## config.mk

```make
export PLATFORM = sky130hd
export DESIGN_NAME = tt_vpu_ovi_protocol_monitor_flat
export DESIGN_NICKNAME = d
export VERILOG_FILES = /design/src/rtl/tt_vpu_ovi_mon_pkg.sv /design/src/rtl/tt_vpu_ovi_protocol_monitor_if.sv /design/src/rtl/tt_vpu_ovi_sat_counter.sv /design/src/rtl/tt_vpu_ovi_protocol_monitor.sv /design/src/flat_wrapper.sv
export SDC_FILE = /design/constraint.sdc
export NUM_CORES = 1
export LEC_CHECK = 0
export CAP_MARGIN = 25
export CORE_ASPECT_RATIO = 1.1
export CORE_MARGIN = 3
export CORE_UTILIZATION = 65
export CTS_CLUSTER_DIAMETER = 60
export DETAILED_ROUTE_END_ITERATION = 8
export DONT_BUFFER_PORTS = 1
export MAX_ROUTING_LAYER = met4
export PLACE_DENSITY = 0.81
export SKIP_CTS_REPAIR_TIMING = 1
export SLEW_MARGIN = 20
export SYNTH_ARGS = -nofsm -noshare
export SYNTH_HDL_FRONTEND = slang
export SYNTH_HIERARCHICAL = 1
export SYNTH_SLANG_ARGS = --single-unit
```

## constraint.sdc

```tcl
create_clock -name clk -period 6.81 [get_ports clk]
set_clock_uncertainty 0.05 [all_clocks]
set_input_delay 0.681 -clock clk [delete_from_list [all_inputs] [get_ports clk]]
set_output_delay 0.681 -clock clk [all_outputs]
set_load 0.03 [all_outputs]
```

## src/rtl/tt_vpu_ovi_mon_pkg.sv

```systemverilog
// Shared types and constants for the OVI protocol monitor.
// Latency: n/a (types, constants and a pure helper function only).
// Backpressure: n/a.
package tt_vpu_ovi_mon_pkg;

   // Lifecycle of one scoreboard id as seen on the OVI interface.
   typedef enum logic [1:0] {
      SB_IDLE       = 2'd0,
      SB_ISSUED     = 2'd1,
      SB_DISPATCHED = 2'd2
   } sb_state_t;

   // Bit positions in err_vec; the index doubles as the first-error code.
   localparam int ERR_DISP_NO_ISSUE    = 0;
   localparam int ERR_DOUBLE_ISSUE     = 1;
   localparam int ERR_CMPL_NOT_DISP    = 2;
   localparam int ERR_KILL_AND_SENIOR  = 3;
   localparam int ERR_MEMOP_UNDERFLOW  = 4;
   localparam int ERR_MEMOP_OVERFLOW   = 5;
   localparam int ERR_MEMOP_TIMEOUT    = 6;
   localparam int ERR_CREDIT_UNDERFLOW = 7;
   localparam int ERR_CREDIT_OVERFLOW  = 8;
   localparam int NUM_ERR              = 9;

   // Index of the lowest set bit; 0 when the vector is empty.
   function automatic logic [3:0] first_err_idx(input logic [NUM_ERR-1:0] v);
      first_err_idx = 4'd0;
      for (int i = NUM_ERR - 1; i >= 0; i--) begin
         if (v[i]) first_err_idx = 4'(i);
      end
   endfunction

endpackage

```

## src/rtl/tt_vpu_ovi_protocol_monitor_if.sv

```systemverilog
// OVI issue/dispatch/completion/memop strobes observed by the protocol monitor.
// Latency: n/a (wires only).
// Backpressure: none; the monitor side is input-only.
// Ports (modports): master drives every strobe, slave (the monitor) only reads them.
interface tt_vpu_ovi_protocol_monitor_if #(
   parameter int SB_ID_W = 5
) ();
   logic               issue_valid;
   logic [SB_ID_W-1:0] issue_sb_id;
   logic               issue_credit;
   logic               dispatch_next_senior;
   logic               dispatch_kill;
   logic [SB_ID_W-1:0] dispatch_sb_id;
   logic               completed_valid;
   logic [SB_ID_W-1:0] completed_sb_id;
   logic               memop_sync_start;
   logic               memop_sync_end;

   modport master (
      output issue_valid, issue_sb_id, issue_credit,
             dispatch_next_senior, dispatch_kill, dispatch_sb_id,
             completed_valid, completed_sb_id,
             memop_sync_start, memop_sync_end
   );

   modport slave (
      input  issue_valid, issue_sb_id, issue_credit,
             dispatch_next_senior, dispatch_kill, dispatch_sb_id,
             completed_valid, completed_sb_id,
             memop_sync_start, memop_sync_end
   );
endinterface

```

## src/rtl/tt_vpu_ovi_sat_counter.sv

```systemverilog
// Up/down counter clamped to [0, MAX] that flags attempts to leave the range.
// Latency: cnt updates one cycle after inc/dec; underflow/overflow are same-cycle combinational.
// Backpressure: none; an out-of-range step is dropped and the count holds.
// Ports: clk, reset_n, inc, dec in; cnt, underflow, overflow out.
module tt_vpu_ovi_sat_counter #(
   parameter int W   = 5,
   parameter int MAX = 16
) (
   input  logic         clk,
   input  logic         reset_n,
   input  logic         inc,
   input  logic         dec,
   output logic [W-1:0] cnt,
   output logic         underflow,
   output logic         overflow
);

   localparam logic [W-1:0] MAX_V = W'(MAX);

   logic [W-1:0] cnt_q;

   // inc and dec together cancel, so only a lone step can leave the range.
   assign underflow = dec && !inc && (cnt_q == '0);
   assign overflow  = inc && !dec && (cnt_q == MAX_V);
   assign cnt       = cnt_q;

   always_ff @(posedge clk or negedge reset_n) begin
      if (!reset_n) begin
         cnt_q <= '0;
      end else if (inc && !dec && !overflow) begin
         cnt_q <= cnt_q + W'(1);
      end else if (dec && !inc && !underflow) begin
         cnt_q <= cnt_q - W'(1);
      end
   end

endmodule

```

## src/rtl/tt_vpu_ovi_protocol_monitor.sv

```systemverilog
// OVI protocol monitor: per-sb-id lifecycle, issue credits, memop windows, sticky errors.
// Latency: a violation in cycle N shows in err_vec/err_valid/first_err_* in cycle N+1.
// Backpressure: none; pure observer, all interface signals are inputs.
// Ports: clk, reset_n; ovi (slave modport) carries the OVI strobes; err_clear in;
//        err_vec, err_valid, first_err_code, first_err_sb_id, inflight_cnt,
//        memop_pending, credits out.
// Build option: define TT_OVI_MON_SVA_EN to add concurrent assertions (one per error
// bit plus eventual memop drain); registers are identical with or without it.
module tt_vpu_ovi_protocol_monitor
   import tt_vpu_ovi_mon_pkg::*;
#(
   parameter int SB_ID_W       = 5,
   parameter int MAX_CREDITS   = 16,
   parameter int MEMOP_CNT_W   = 6,
   parameter int TIMEOUT_W     = 16,
   parameter int MEMOP_TIMEOUT = 4096
) (
   input  logic                               clk,
   input  logic                               reset_n,
   tt_vpu_ovi_protocol_monitor_if.slave       ovi,
   input  logic                               err_clear,
   output logic [NUM_ERR-1:0]                 err_vec,
   output logic                               err_valid,
   output logic [3:0]                         first_err_code,
   output logic [SB_ID_W-1:0]                 first_err_sb_id,
   output logic [SB_ID_W:0]                   inflight_cnt,
   output logic [MEMOP_CNT_W-1:0]             memop_pending,
   output logic [$clog2(MAX_CREDITS+1)-1:0]   credits
);

   localparam int NUM_SB = 1 << SB_ID_W;
   localparam int CNT_W  = SB_ID_W + 1;
   localparam int CRD_W  = $clog2(MAX_CREDITS + 1);
   localparam logic [TIMEOUT_W-1:0] TMO_MAX  = TIMEOUT_W'(MEMOP_TIMEOUT);
   localparam logic [TIMEOUT_W-1:0] TMO_LAST = TIMEOUT_W'(MEMOP_TIMEOUT - 1);

   // ---------------------------------------------------------------- sb FSMs
   sb_state_t sb_q   [NUM_SB];
   sb_state_t sb_nxt [NUM_SB];

   logic [NUM_SB-1:0] iss_hit, sen_hit, kill_hit, cmpl_hit;
   logic [CNT_W-1:0]  inflight_nxt;

   always_comb begin
      for (int i = 0; i < NUM_SB; i++) begin
         iss_hit[i]  = ovi.issue_valid && (ovi.issue_sb_id == SB_ID_W'(i));
         sen_hit[i]  = ovi.dispatch_next_senior && (ovi.dispatch_sb_id == SB_ID_W'(i));
         // next_senior outranks a simultaneous kill
         kill_hit[i] = ovi.dispatch_kill && !ovi.dispatch_next_senior &&
                       (ovi.dispatch_sb_id == SB_ID_W'(i));
         cmpl_hit[i] = ovi.completed_valid && (ovi.completed_sb_id == SB_ID_W'(i));
      end
   end

   // Illegal strobes are flagged elsewhere; here they simply leave the entry alone
   // so tracking continues on the legal part of the traffic.
   always_comb begin
      inflight_nxt = '0;
      for (int i = 0; i < NUM_SB; i++) begin
         sb_nxt[i] = sb_q[i];
         unique case (sb_q[i])
            SB_IDLE: begin
               if (iss_hit[i]) begin
                  if (sen_hit[i])       sb_nxt[i] = SB_DISPATCHED;
                  else if (kill_hit[i]) sb_nxt[i] = SB_IDLE;
                  else                  sb_nxt[i] = SB_ISSUED;
               end
            end
            SB_ISSUED: begin
               if (sen_hit[i])       sb_nxt[i] = SB_DISPATCHED;
               else if (kill_hit[i]) sb_nxt[i] = SB_IDLE;
            end
            SB_DISPATCHED: begin
               if (cmpl_hit[i]) sb_nxt[i] = SB_IDLE;
            end
            default: sb_nxt[i] = SB_IDLE;
         endcase
         inflight_nxt = inflight_nxt + CNT_W'(sb_nxt[i] != SB_IDLE);
      end
   end

   always_ff @(posedge clk or negedge reset_n) begin
      if (!reset_n) begin
         for (int i = 0; i < NUM_SB; i++) sb_q[i] <= SB_IDLE;
      end else begin
         for (int i = 0; i < NUM_SB; i++) sb_q[i] <= sb_nxt[i];
      end
   end

   // ---------------------------------------------------------------- counters
   logic crd_unf, crd_ovf, mem_unf, mem_ovf;

   tt_vpu_ovi_sat_counter #(
      .W   (CRD_W),
      .MAX (MAX_CREDITS)
   ) u_credit_cnt (
      .clk       (clk),
      .reset_n   (reset_n),
      .inc       (ovi.issue_credit),
      .dec       (ovi.issue_valid),
      .cnt       (credits),
      .underflow (crd_unf),
      .overflow  (crd_ovf)
   );

   tt_vpu_ovi_sat_counter #(
      .W   (MEMOP_CNT_W),
      .MAX ((1 << MEMOP_CNT_W) - 1)
   ) u_memop_cnt (
      .clk       (clk),
      .reset_n   (reset_n),
      .inc       (ovi.memop_sync_start),
      .dec       (ovi.memop_sync_end),
      .cnt       (memop_pending),
      .underflow (mem_unf),
      .overflow  (mem_ovf)
   );

   // ---------------------------------------------------------------- watchdog
   logic [TIMEOUT_W-1:0] wd_timer;
   logic                 wd_hit;

   // Fires only on the step into the saturated value, so the bit sets once per stall.
   assign wd_hit = (memop_pending != '0) && !ovi.memop_sync_end && (wd_timer == TMO_LAST);

   always_ff @(posedge clk or negedge reset_n) begin
      if (!reset_n) begin
         wd_timer <= '0;
      end else if ((memop_pending == '0) || ovi.memop_sync_end) begin
         wd_timer <= '0;
      end else if (wd_timer != TMO_MAX) begin
         wd_timer <= wd_timer + TIMEOUT_W'(1);
      end
   end

   // ---------------------------------------------------------------- error detect
   logic [NUM_ERR-1:0] err_now;
   logic               iss_eq_disp, iss_eq_cmpl;
   sb_state_t          st_iss, st_disp, st_cmpl;

   assign st_iss      = sb_q[ovi.issue_sb_id];
   assign st_disp     = sb_q[ovi.dispatch_sb_id];
   assign st_cmpl     = sb_q[ovi.completed_sb_id];
   assign iss_eq_disp = ovi.issue_valid && (ovi.issue_sb_id == ovi.dispatch_sb_id);
   assign iss_eq_cmpl = ovi.issue_valid && (ovi.issue_sb_id == ovi.completed_sb_id);

   always_comb begin
      err_now = '0;
      err_now[ERR_DISP_NO_ISSUE]    = (ovi.dispatch_next_senior || ovi.dispatch_kill) &&
                                      (st_disp == SB_IDLE) && !iss_eq_disp;
      err_now[ERR_DOUBLE_ISSUE]     = ovi.issue_valid && (st_iss != SB_IDLE);
      err_now[ERR_CMPL_NOT_DISP]    = ovi.completed_valid &&
                                      ((st_cmpl != SB_DISPATCHED) || iss_eq_cmpl);
      err_now[ERR_KILL_AND_SENIOR]  = ovi.dispatch_next_senior && ovi.dispatch_kill;
      err_now[ERR_MEMOP_UNDERFLOW]  = mem_unf;
      err_now[ERR_MEMOP_OVERFLOW]   = mem_ovf;
      err_now[ERR_MEMOP_TIMEOUT]    = wd_hit;
      err_now[ERR_CREDIT_UNDERFLOW] = crd_unf;
      err_now[ERR_CREDIT_OVERFLOW]  = crd_ovf;
   end

   // Id tied to the lowest-index error this cycle; non-id errors report 0.
   logic [SB_ID_W-1:0] err_id_now;

   always_comb begin
      err_id_now = '0;
      if (err_now[ERR_DISP_NO_ISSUE])        err_id_now = ovi.dispatch_sb_id;
      else if (err_now[ERR_DOUBLE_ISSUE])    err_id_now = ovi.issue_sb_id;
      else if (err_now[ERR_CMPL_NOT_DISP])   err_id_now = ovi.completed_sb_id;
      else if (err_now[ERR_KILL_AND_SENIOR]) err_id_now = ovi.dispatch_sb_id;
   end

   // ---------------------------------------------------------------- sticky errors
   // A clear empties the base first, so an error in the clear cycle is both
   // "new" for err_valid and eligible for first-error capture.
   logic [NUM_ERR-1:0] err_base;

   assign err_base = err_clear ? '0 : err_vec;

   always_ff @(posedge clk or negedge reset_n) begin
      if (!reset_n) begin
         err_vec         <= '0;
         err_valid       <= 1'b0;
         first_err_code  <= '0;
         first_err_sb_id <= '0;
         inflight_cnt    <= '0;
      end else begin
         err_vec      <= err_base | err_now;
         err_valid    <= |(err_now & ~err_base);
         inflight_cnt <= inflight_nxt;
         if ((err_base == '0) && (err_now != '0)) begin
            first_err_code  <= first_err_idx(err_now);
            first_err_sb_id <= err_id_now;
         end else if (err_clear) begin
            first_err_code  <= '0;
            first_err_sb_id <= '0;
         end
      end
   end

`ifdef TT_OVI_MON_SVA_EN
   for (genvar g = 0; g < NUM_ERR; g++) begin : g_err_sva
      a_no_err : assert property (@(posedge clk) disable iff (!reset_n) !err_now[g]);
   end

   a_memop_drains : assert property (@(posedge clk) disable iff (!reset_n)
      (memop_pending != '0) |-> s_eventually (memop_pending == '0));
`else
`endif

endmodule

```

## src/flat_wrapper.sv

```systemverilog
// flat-port wrapper written by rule: the top's interface ports become plain ports
module tt_vpu_ovi_protocol_monitor_flat import tt_vpu_ovi_mon_pkg::*;
#(
   parameter int SB_ID_W       = 5,
   parameter int MAX_CREDITS   = 16,
   parameter int MEMOP_CNT_W   = 6,
   parameter int TIMEOUT_W     = 16,
   parameter int MEMOP_TIMEOUT = 4096
)
  (clk, reset_n, err_clear, err_vec, err_valid, first_err_code, first_err_sb_id, inflight_cnt, memop_pending, credits, ovi_issue_valid, ovi_issue_sb_id, ovi_issue_credit, ovi_dispatch_next_senior, ovi_dispatch_kill, ovi_dispatch_sb_id, ovi_completed_valid, ovi_completed_sb_id, ovi_memop_sync_start, ovi_memop_sync_end);
  tt_vpu_ovi_protocol_monitor_if #(.SB_ID_W(SB_ID_W)) ovi_i ();
  input  logic clk;
  input  logic reset_n;
  input  logic err_clear;
  output logic [NUM_ERR-1:0] err_vec;
  output logic err_valid;
  output logic [3:0] first_err_code;
  output logic [SB_ID_W-1:0] first_err_sb_id;
  output logic [SB_ID_W:0] inflight_cnt;
  output logic [MEMOP_CNT_W-1:0] memop_pending;
  output logic [$clog2(MAX_CREDITS+1)-1:0] credits;
  input wire logic [$bits(ovi_i.issue_valid)-1:0] ovi_issue_valid;
  input wire logic [$bits(ovi_i.issue_sb_id)-1:0] ovi_issue_sb_id;
  input wire logic [$bits(ovi_i.issue_credit)-1:0] ovi_issue_credit;
  input wire logic [$bits(ovi_i.dispatch_next_senior)-1:0] ovi_dispatch_next_senior;
  input wire logic [$bits(ovi_i.dispatch_kill)-1:0] ovi_dispatch_kill;
  input wire logic [$bits(ovi_i.dispatch_sb_id)-1:0] ovi_dispatch_sb_id;
  input wire logic [$bits(ovi_i.completed_valid)-1:0] ovi_completed_valid;
  input wire logic [$bits(ovi_i.completed_sb_id)-1:0] ovi_completed_sb_id;
  input wire logic [$bits(ovi_i.memop_sync_start)-1:0] ovi_memop_sync_start;
  input wire logic [$bits(ovi_i.memop_sync_end)-1:0] ovi_memop_sync_end;
  assign ovi_i.issue_valid = ovi_issue_valid;
  assign ovi_i.issue_sb_id = ovi_issue_sb_id;
  assign ovi_i.issue_credit = ovi_issue_credit;
  assign ovi_i.dispatch_next_senior = ovi_dispatch_next_senior;
  assign ovi_i.dispatch_kill = ovi_dispatch_kill;
  assign ovi_i.dispatch_sb_id = ovi_dispatch_sb_id;
  assign ovi_i.completed_valid = ovi_completed_valid;
  assign ovi_i.completed_sb_id = ovi_completed_sb_id;
  assign ovi_i.memop_sync_start = ovi_memop_sync_start;
  assign ovi_i.memop_sync_end = ovi_memop_sync_end;
  tt_vpu_ovi_protocol_monitor #(.SB_ID_W(SB_ID_W), .MAX_CREDITS(MAX_CREDITS), .MEMOP_CNT_W(MEMOP_CNT_W), .TIMEOUT_W(TIMEOUT_W), .MEMOP_TIMEOUT(MEMOP_TIMEOUT)) u_core (.clk(clk), .reset_n(reset_n), .ovi(ovi_i), .err_clear(err_clear), .err_vec(err_vec), .err_valid(err_valid), .first_err_code(first_err_code), .first_err_sb_id(first_err_sb_id), .inflight_cnt(inflight_cnt), .memop_pending(memop_pending), .credits(credits));
endmodule
```

==> results of run 1 <==
[stage by stage]
stage	hold WS [ns]	cell area [um^2]
2_1_floorplan	0.335	8490
3_3_place_gp	0.338	8540
3_5_place_dp	0.338	8540
4_1_cts	-0.103	9140
5_1_grt	0.218	9160
6_report	0.139	9160
[cell usage after synthesis, drive strengths merged, types with 3 or more instances]
| cell | count | area, um^2 |
|---|---|---|
| clkbuf | 25 | 128 |
| a221oi | 5 | 43.8 |
| a21o | 12 | 91.3 |
| or3 | 3 | 18.8 |
| o31ai | 16 | 120 |
| nand2b | 16 | 100 |
| nor2b | 11 | 68.8 |
| nand3 | 17 | 85.1 |
| nor3b | 9 | 77.6 |
| nand2 | 85 | 319 |
| nor4 | 10 | 81.3 |
| mux2i | 9 | 90.1 |
| fa | 26 | 521 |
| a22oi | 6 | 45.0 |
| a41oi | 3 | 26.3 |
| a21oi | 56 | 292 |
| and2b | 4 | 32.5 |
| xnor2 | 12 | 105 |
| a31oi | 8 | 50.1 |
| mux4 | 23 | 537 |
| o21ai | 21 | 131 |
| a32oi | 7 | 80.1 |
| a211oi | 38 | 285 |
| buf | 16 | 120 |
| xor2 | 20 | 175 |
| a211o | 3 | 26.3 |
| and3 | 5 | 32.5 |
| nor2 | 123 | 464 |
| nor3 | 28 | 140 |
| mux2 | 9 | 116 |
| dfrtp | 116 | 2900 |
| a31o | 7 | 61.3 |
| and2 | 7 | 47.6 |
| ha | 18 | 225 |
| nand3b | 17 | 128 |
| nand4 | 6 | 37.5 |
| or2 | 19 | 121 |
| inv | 55 | 206 |
[state kept, by name, summed over array words and instances, names as in the netlist]
name,count
u_core/err_valid,1
u_core/inflight_cnt,6
u_core/first_err_code,4
u_core/sb_q,64
u_core/u_memop_cnt/cnt,6
u_core/err_vec,9
u_core/wd_timer,16
u_core/u_credit_cnt/cnt,5
u_core/first_err_sb_id,5
[logic make-up after synthesis]
family / after synthesis / synth area share [%]
AND/OR/NAND/NOR: 369 / 21.8
AO/OA/AOI/OAI: 209 / 17.8
flip-flops: 116 / 34.2
buffers and inverters: 97 / 5.47
adder cells (fa/ha/maj): 44 / 8.78
multiplexers: 41 / 8.75
XOR/XNOR: 32 / 3.30
[cell type report]
cell class	instances	area, um^2	area share [%]
inverters	55	206	2.25
clock buffers	21	470	5.13
repair buffers	15	133	1.45
flip-flops and latches	116	2900	31.7
clock inverters	9	129	1.41
multi-input cells	695	5130	55.9
well taps	157	196	2.14
[per-layer routing]
| metal | share of wire (%) | routed length, um | track usage, % |
|---|---|---|---|
| met5 | 0 | 0 | - |
| met4 | 6.4 | 1670 | 21.4 |
| met1 | 37 | 9600 | 46.1 |
| met3 | 9.1 | 2370 | 8.51 |
| met2 | 47 | 12300 | 57.5 |
[worst register-to-register path, delay by kind of cell, from the launching register on]
family | cells | cell delay (ns)
XOR/XNOR | 1 | 0.13
AND/OR/NAND/NOR | 3 | 0.47
buffers and inverters | 6 | 0.42
AO/OA/AOI/OAI | 4 | 0.48
adder cells (fa/ha/maj) | 8 | 3.68
flip-flops | 1 | 0.41
[worst paths after layout]
path | cells after the start | start | end
worst max-delay path | 23 | ovi_issue_sb_id[4] | u_core/inflight_cnt[4]
worst min-delay path | 1 | reset_n | u_core/u_memop_cnt/cnt[3]
worst max register to register | 22 | u_core/sb_q[24] | u_core/inflight_cnt[4]
worst min register to register | 1 | u_core/sb_q[15] | u_core/sb_q[14]
max in group asynchronous | 1 | reset_n | u_core/first_err_code[3]
min in group clk | 1 | err_clear | u_core/err_vec[3]
==> summary.txt, run 1 <==
outcome -> finished clean
fillers -> 925
vias in the first global route -> 7497
crit path max-delay cell type -> nor3_1
router iterations before antenna repair -> 5
Slew @ Worst Pin -> 0.847 ns
most frequent CP cell -> fa_1
final non-filler cell total -> 1068
num ports -> 61
Achievable Freq -> 158 MHz
DR WL/cell -> 24.3 um
YS warnings -> 6
Final period util -> 93.1%
Synth Register Bits -> 116
total clock buffers created by CTS -> 17
Final Net Count -> 969
Final ANT Viol Nets -> 0
mapped cell area -> 8490 um^2
CTS tree -> yes
Cells after DPL -> 1037
total congestion overflow -> 0
die area -> 14500 um^2
critical path class -> input pin to register
Startpoint Class -> input pin
antenna violations before repair -> 0
Total Routed Length -> 25.9 mm
Synth Net Count -> 977
initial core utilization -> 66.9%
ANT cells -> 0
setup TNS -> 0 ns
Hold Path Class -> input pin to asynchronous set/reset pin
Post-Syn Area per Cell -> 9.35 um^2
DRC violations left -> 0
htree depth -> 4
EDFF count, synth -> 0
Syn Inst Count -> 908
Worst setup EP type -> register
Via density -> 7.04
RSZ-0062 raised after global routing -> false
register area share after synthesis -> 34.2%
Final Hold Viols -> 0
CTS sink cnt -> 116
core area -> 12700 um^2
Clock transition at path regs -> 0.05 ns
CTS max path bufs -> 2
WP data arrival -> 6.59 ns
largest net degree at the start of global routing -> 117
Die H -> 126 um
crit-path max cell delay -> 0.61 ns
minimum clock period -> 6.34 ns
flop-to-flop setup slack -> 1.06 ns
Post-synth top flop -> dfrtp_1
drt first-iter violations -> 1068
pre-CTS setup slack -> 0.177 ns
vias post-DR -> 7519
most common cell after layout, fill and taps aside -> nor2_1
clk root buf -> clkbuf_16
most frequent cells in the layout -> nor2_1 (122), dfrtp_1 (116), nand2_1 (85)
ys async rst share -> 100%
Tot GR Track Use -> 37.7%
Max Cap Viol -> 0
CP bufs+invs -> 5
port buffer count -> 0
synth-to-layout area growth -> 7.90%
Max Transition Viols Final -> 0
share of cells above drive strength 1 -> 13.5%
Worst path top cell family by delay -> adder cells
Final setup viols -> 0
placed wire-length estimate -> 18.8 mm
WP data required -> 7.07 ns
crit-path max FO -> 7
Synth cell types -> 90
relative slew slack -> 43.1%
post-layout util -> 72.2%
clock latency at the later pin of the worst-skew pair -> 0.42 ns
CP Cell Sequence -> nand2b_1 > nor3_1 > a21oi_1 > nor2_1 > a32oi_1 > a21oi_1 > nor2_1 > fa_1 > inv_1 > fa_1 > fa_1 > fa_1 > fa_1 > inv_1 > fa_1 > inv_1 > ha_1 > inv_1 > fa_1 > inv_1 > a21o_1 > a21oi_1 > xnor2_1
routability cong. -> 1.07
first-pass GRT wire length -> 40.7 mm
Die Wd -> 115 um
setup ws final -> 0.471 ns
num rows -> 43
Power of run 1 is not shown: default switching activity piles up to over one toggle a cycle in this logic, so the estimate is an artifact.
==> run 2: changes to the inputs <==
clock period = 7.9 ns   (was 6.81 ns; I/O delays follow)
==> summary.txt, run 2 (synthesis results as in run 1) <==
outcome -> finished clean
Worst setup EP type -> register
post-layout util -> 71.7%
routability cong. -> 1.07
num rows -> 43
Comb pwr share -> 65.4%
CTS sink cnt -> 116
Clock transition at path regs -> 0.05 ns
largest net degree at the start of global routing -> 117
Final setup viols -> 0
total clock buffers created by CTS -> 17
crit-path max cell delay -> 0.71 ns
leak pwr -> 3.94 nW
share of cells above drive strength 1 -> 13.0%
Worst VDD drop -> 2.63 mV
Worst path top cell family by delay -> adder cells
clock latency at the later pin of the worst-skew pair -> 0.42 ns
Top reg by flops -> u_core/sb_q
placed wire-length estimate -> 18.6 mm
setup ws final -> 1.46 ns
Hold Path Class -> input pin to asynchronous set/reset pin
vias post-DR -> 7392
NetSw -> 2.45 mW
initial core utilization -> 66.9%
clk root buf -> clkbuf_16
relative slew slack -> 30.9%
Reg power frac -> 20.2%
total congestion overflow -> 0
Final period util -> 81.5%
Design Power -> 5.39 mW
crit path max-delay cell type -> nor3_1
DRC violations left -> 0
Tot GR Track Use -> 36.9%
most frequent cells in the layout -> nor2_1 (122), dfrtp_1 (116), nand2_1 (85)
critical path launch point -> ovi_issue_sb_id[4]
Final Net Count -> 963
Final Hold Viols -> 0
most frequent CP cell -> fa_1
RSZ-0062 raised after global routing -> false
Slew @ Worst Pin -> 1.03 ns
Total Routed Length -> 25.5 mm
CTS max path bufs -> 2
ANT cells -> 0
critical path class -> input pin to register
Startpoint Class -> input pin
Clk pwr share -> 14.5%
Die H -> 126 um
WP data arrival -> 6.70 ns
setup TNS -> 0 ns
CP bufs+invs -> 3
num ports -> 61
vias in the first global route -> 7414
drt first-iter violations -> 929
WP data required -> 8.16 ns
antenna violations before repair -> 0
Max Transition Viols Final -> 0
Cell Pwr Density -> 592 nW/um^2
port buffer count -> 0
htree depth -> 4
DR WL/cell -> 24.0 um
pre-CTS setup slack -> 1.14 ns
switching share of power -> 45.6%
most common cell after layout, fill and taps aside -> nor2_1
Die Wd -> 115 um
Pint -> 2.93 mW
first-pass GRT wire length -> 39.6 mm
worst r2r src -> u_core/sb_q[24]
Via density -> 6.95
Max Cap Viol -> 0
max reg flops -> 64
CP Cell Sequence -> nand2b_1 > nor3_1 > a21oi_1 > nor2_1 > a32oi_1 > a21oi_1 > nor2_1 > fa_1 > inv_1 > fa_1 > fa_1 > fa_1 > fa_1 > inv_1 > fa_1 > inv_1 > ha_1 > a21o_1 > a21oi_1 > nor2b_1 > o21a_1
core area -> 12700 um^2
Final ANT Viol Nets -> 0
crit-path max FO -> 7
Largest regs -> u_core/sb_q: 64 flops, u_core/wd_timer: 16 flops, u_core/err_vec: 9 flops
router iterations before antenna repair -> 6
die area -> 14500 um^2
minimum clock period -> 6.44 ns
synth-to-layout area growth -> 7.19%
CTS tree -> yes
Achievable Freq -> 155 MHz
-- run 2: worst register-to-register path: cells and delay by family, from the launching register on --
family                   cells  cell delay [ns]
flip-flops                   1             0.42
buffers and inverters        6             0.35
XOR/XNOR                     1             0.13
adder cells (fa/ha/maj)      8             3.50
AND/OR/NAND/NOR              3             0.51
AO/OA/AOI/OAI                4             0.60
-- run 2: power by group through the flow --
stage	Combinational, mW	Sequential, mW	Clock, mW
2_1_floorplan	2.89	1.03	0
3_3_place_gp	3.36	1.08	0
3_5_place_dp	3.56	1.09	0
4_1_cts	3.58	1.08	0.788
5_1_grt	4.14	1.10	0.819
6_report	3.52	1.09	0.779
-- run 2: final cells by class --
| type | count | area (um^2) |
|---|---|---|
| Sequential cell | 116 | 2900 |
| Multi-Input combinational cell | 695 | 5130 |
| Clock inverter | 13 | 159 |
| Timing Repair Buffer | 9 | 70.1 |
| Inverter | 55 | 206 |
| Tap cell | 157 | 196 |
| Fill cell | 953 | 3590 |
| Clock buffer | 19 | 443 |
-- run 2: final timing paths --
path / endpoint / slack [ns] / cells after the start
worst max-delay path: u_core/inflight_cnt[5] / 1.46 / 21
worst min-delay path: u_core/wd_timer[3] / 0.02 / 0
worst max register to register: u_core/inflight_cnt[4] / 2.29 / 22
worst min register to register: u_core/sb_q[12] / 0.47 / 1
max in group asynchronous: u_core/u_memop_cnt/cnt[4] / 7.07 / 1
min in group clk: u_core/err_vec[2] / 0.43 / 1
-- run 2: routing by layer --
metal | GRT usage (%) | up-vias | wire [um]
li1 | - | 3235 | -
met2 | 56.5 | 405 | 11900
met5 | - | - | 0
met3 | 11.2 | 112 | 2460
met4 | 18.6 | 0 | 1490
met1 | 44.1 | 3640 | 9680
-- run 2: metrics by stage --
step	instance area, um^2	hold slack (ns)	std cells
floorplan	8490	0.410	908
global placement	8490	0.442	1031
detailed placement	8490	0.447	1031
CTS	9090	0.00514	1063
global route	9100	0.000673	1064
finish	9100	0.0171	1064
No activity file was read; power rests on OpenSTA's default activity.
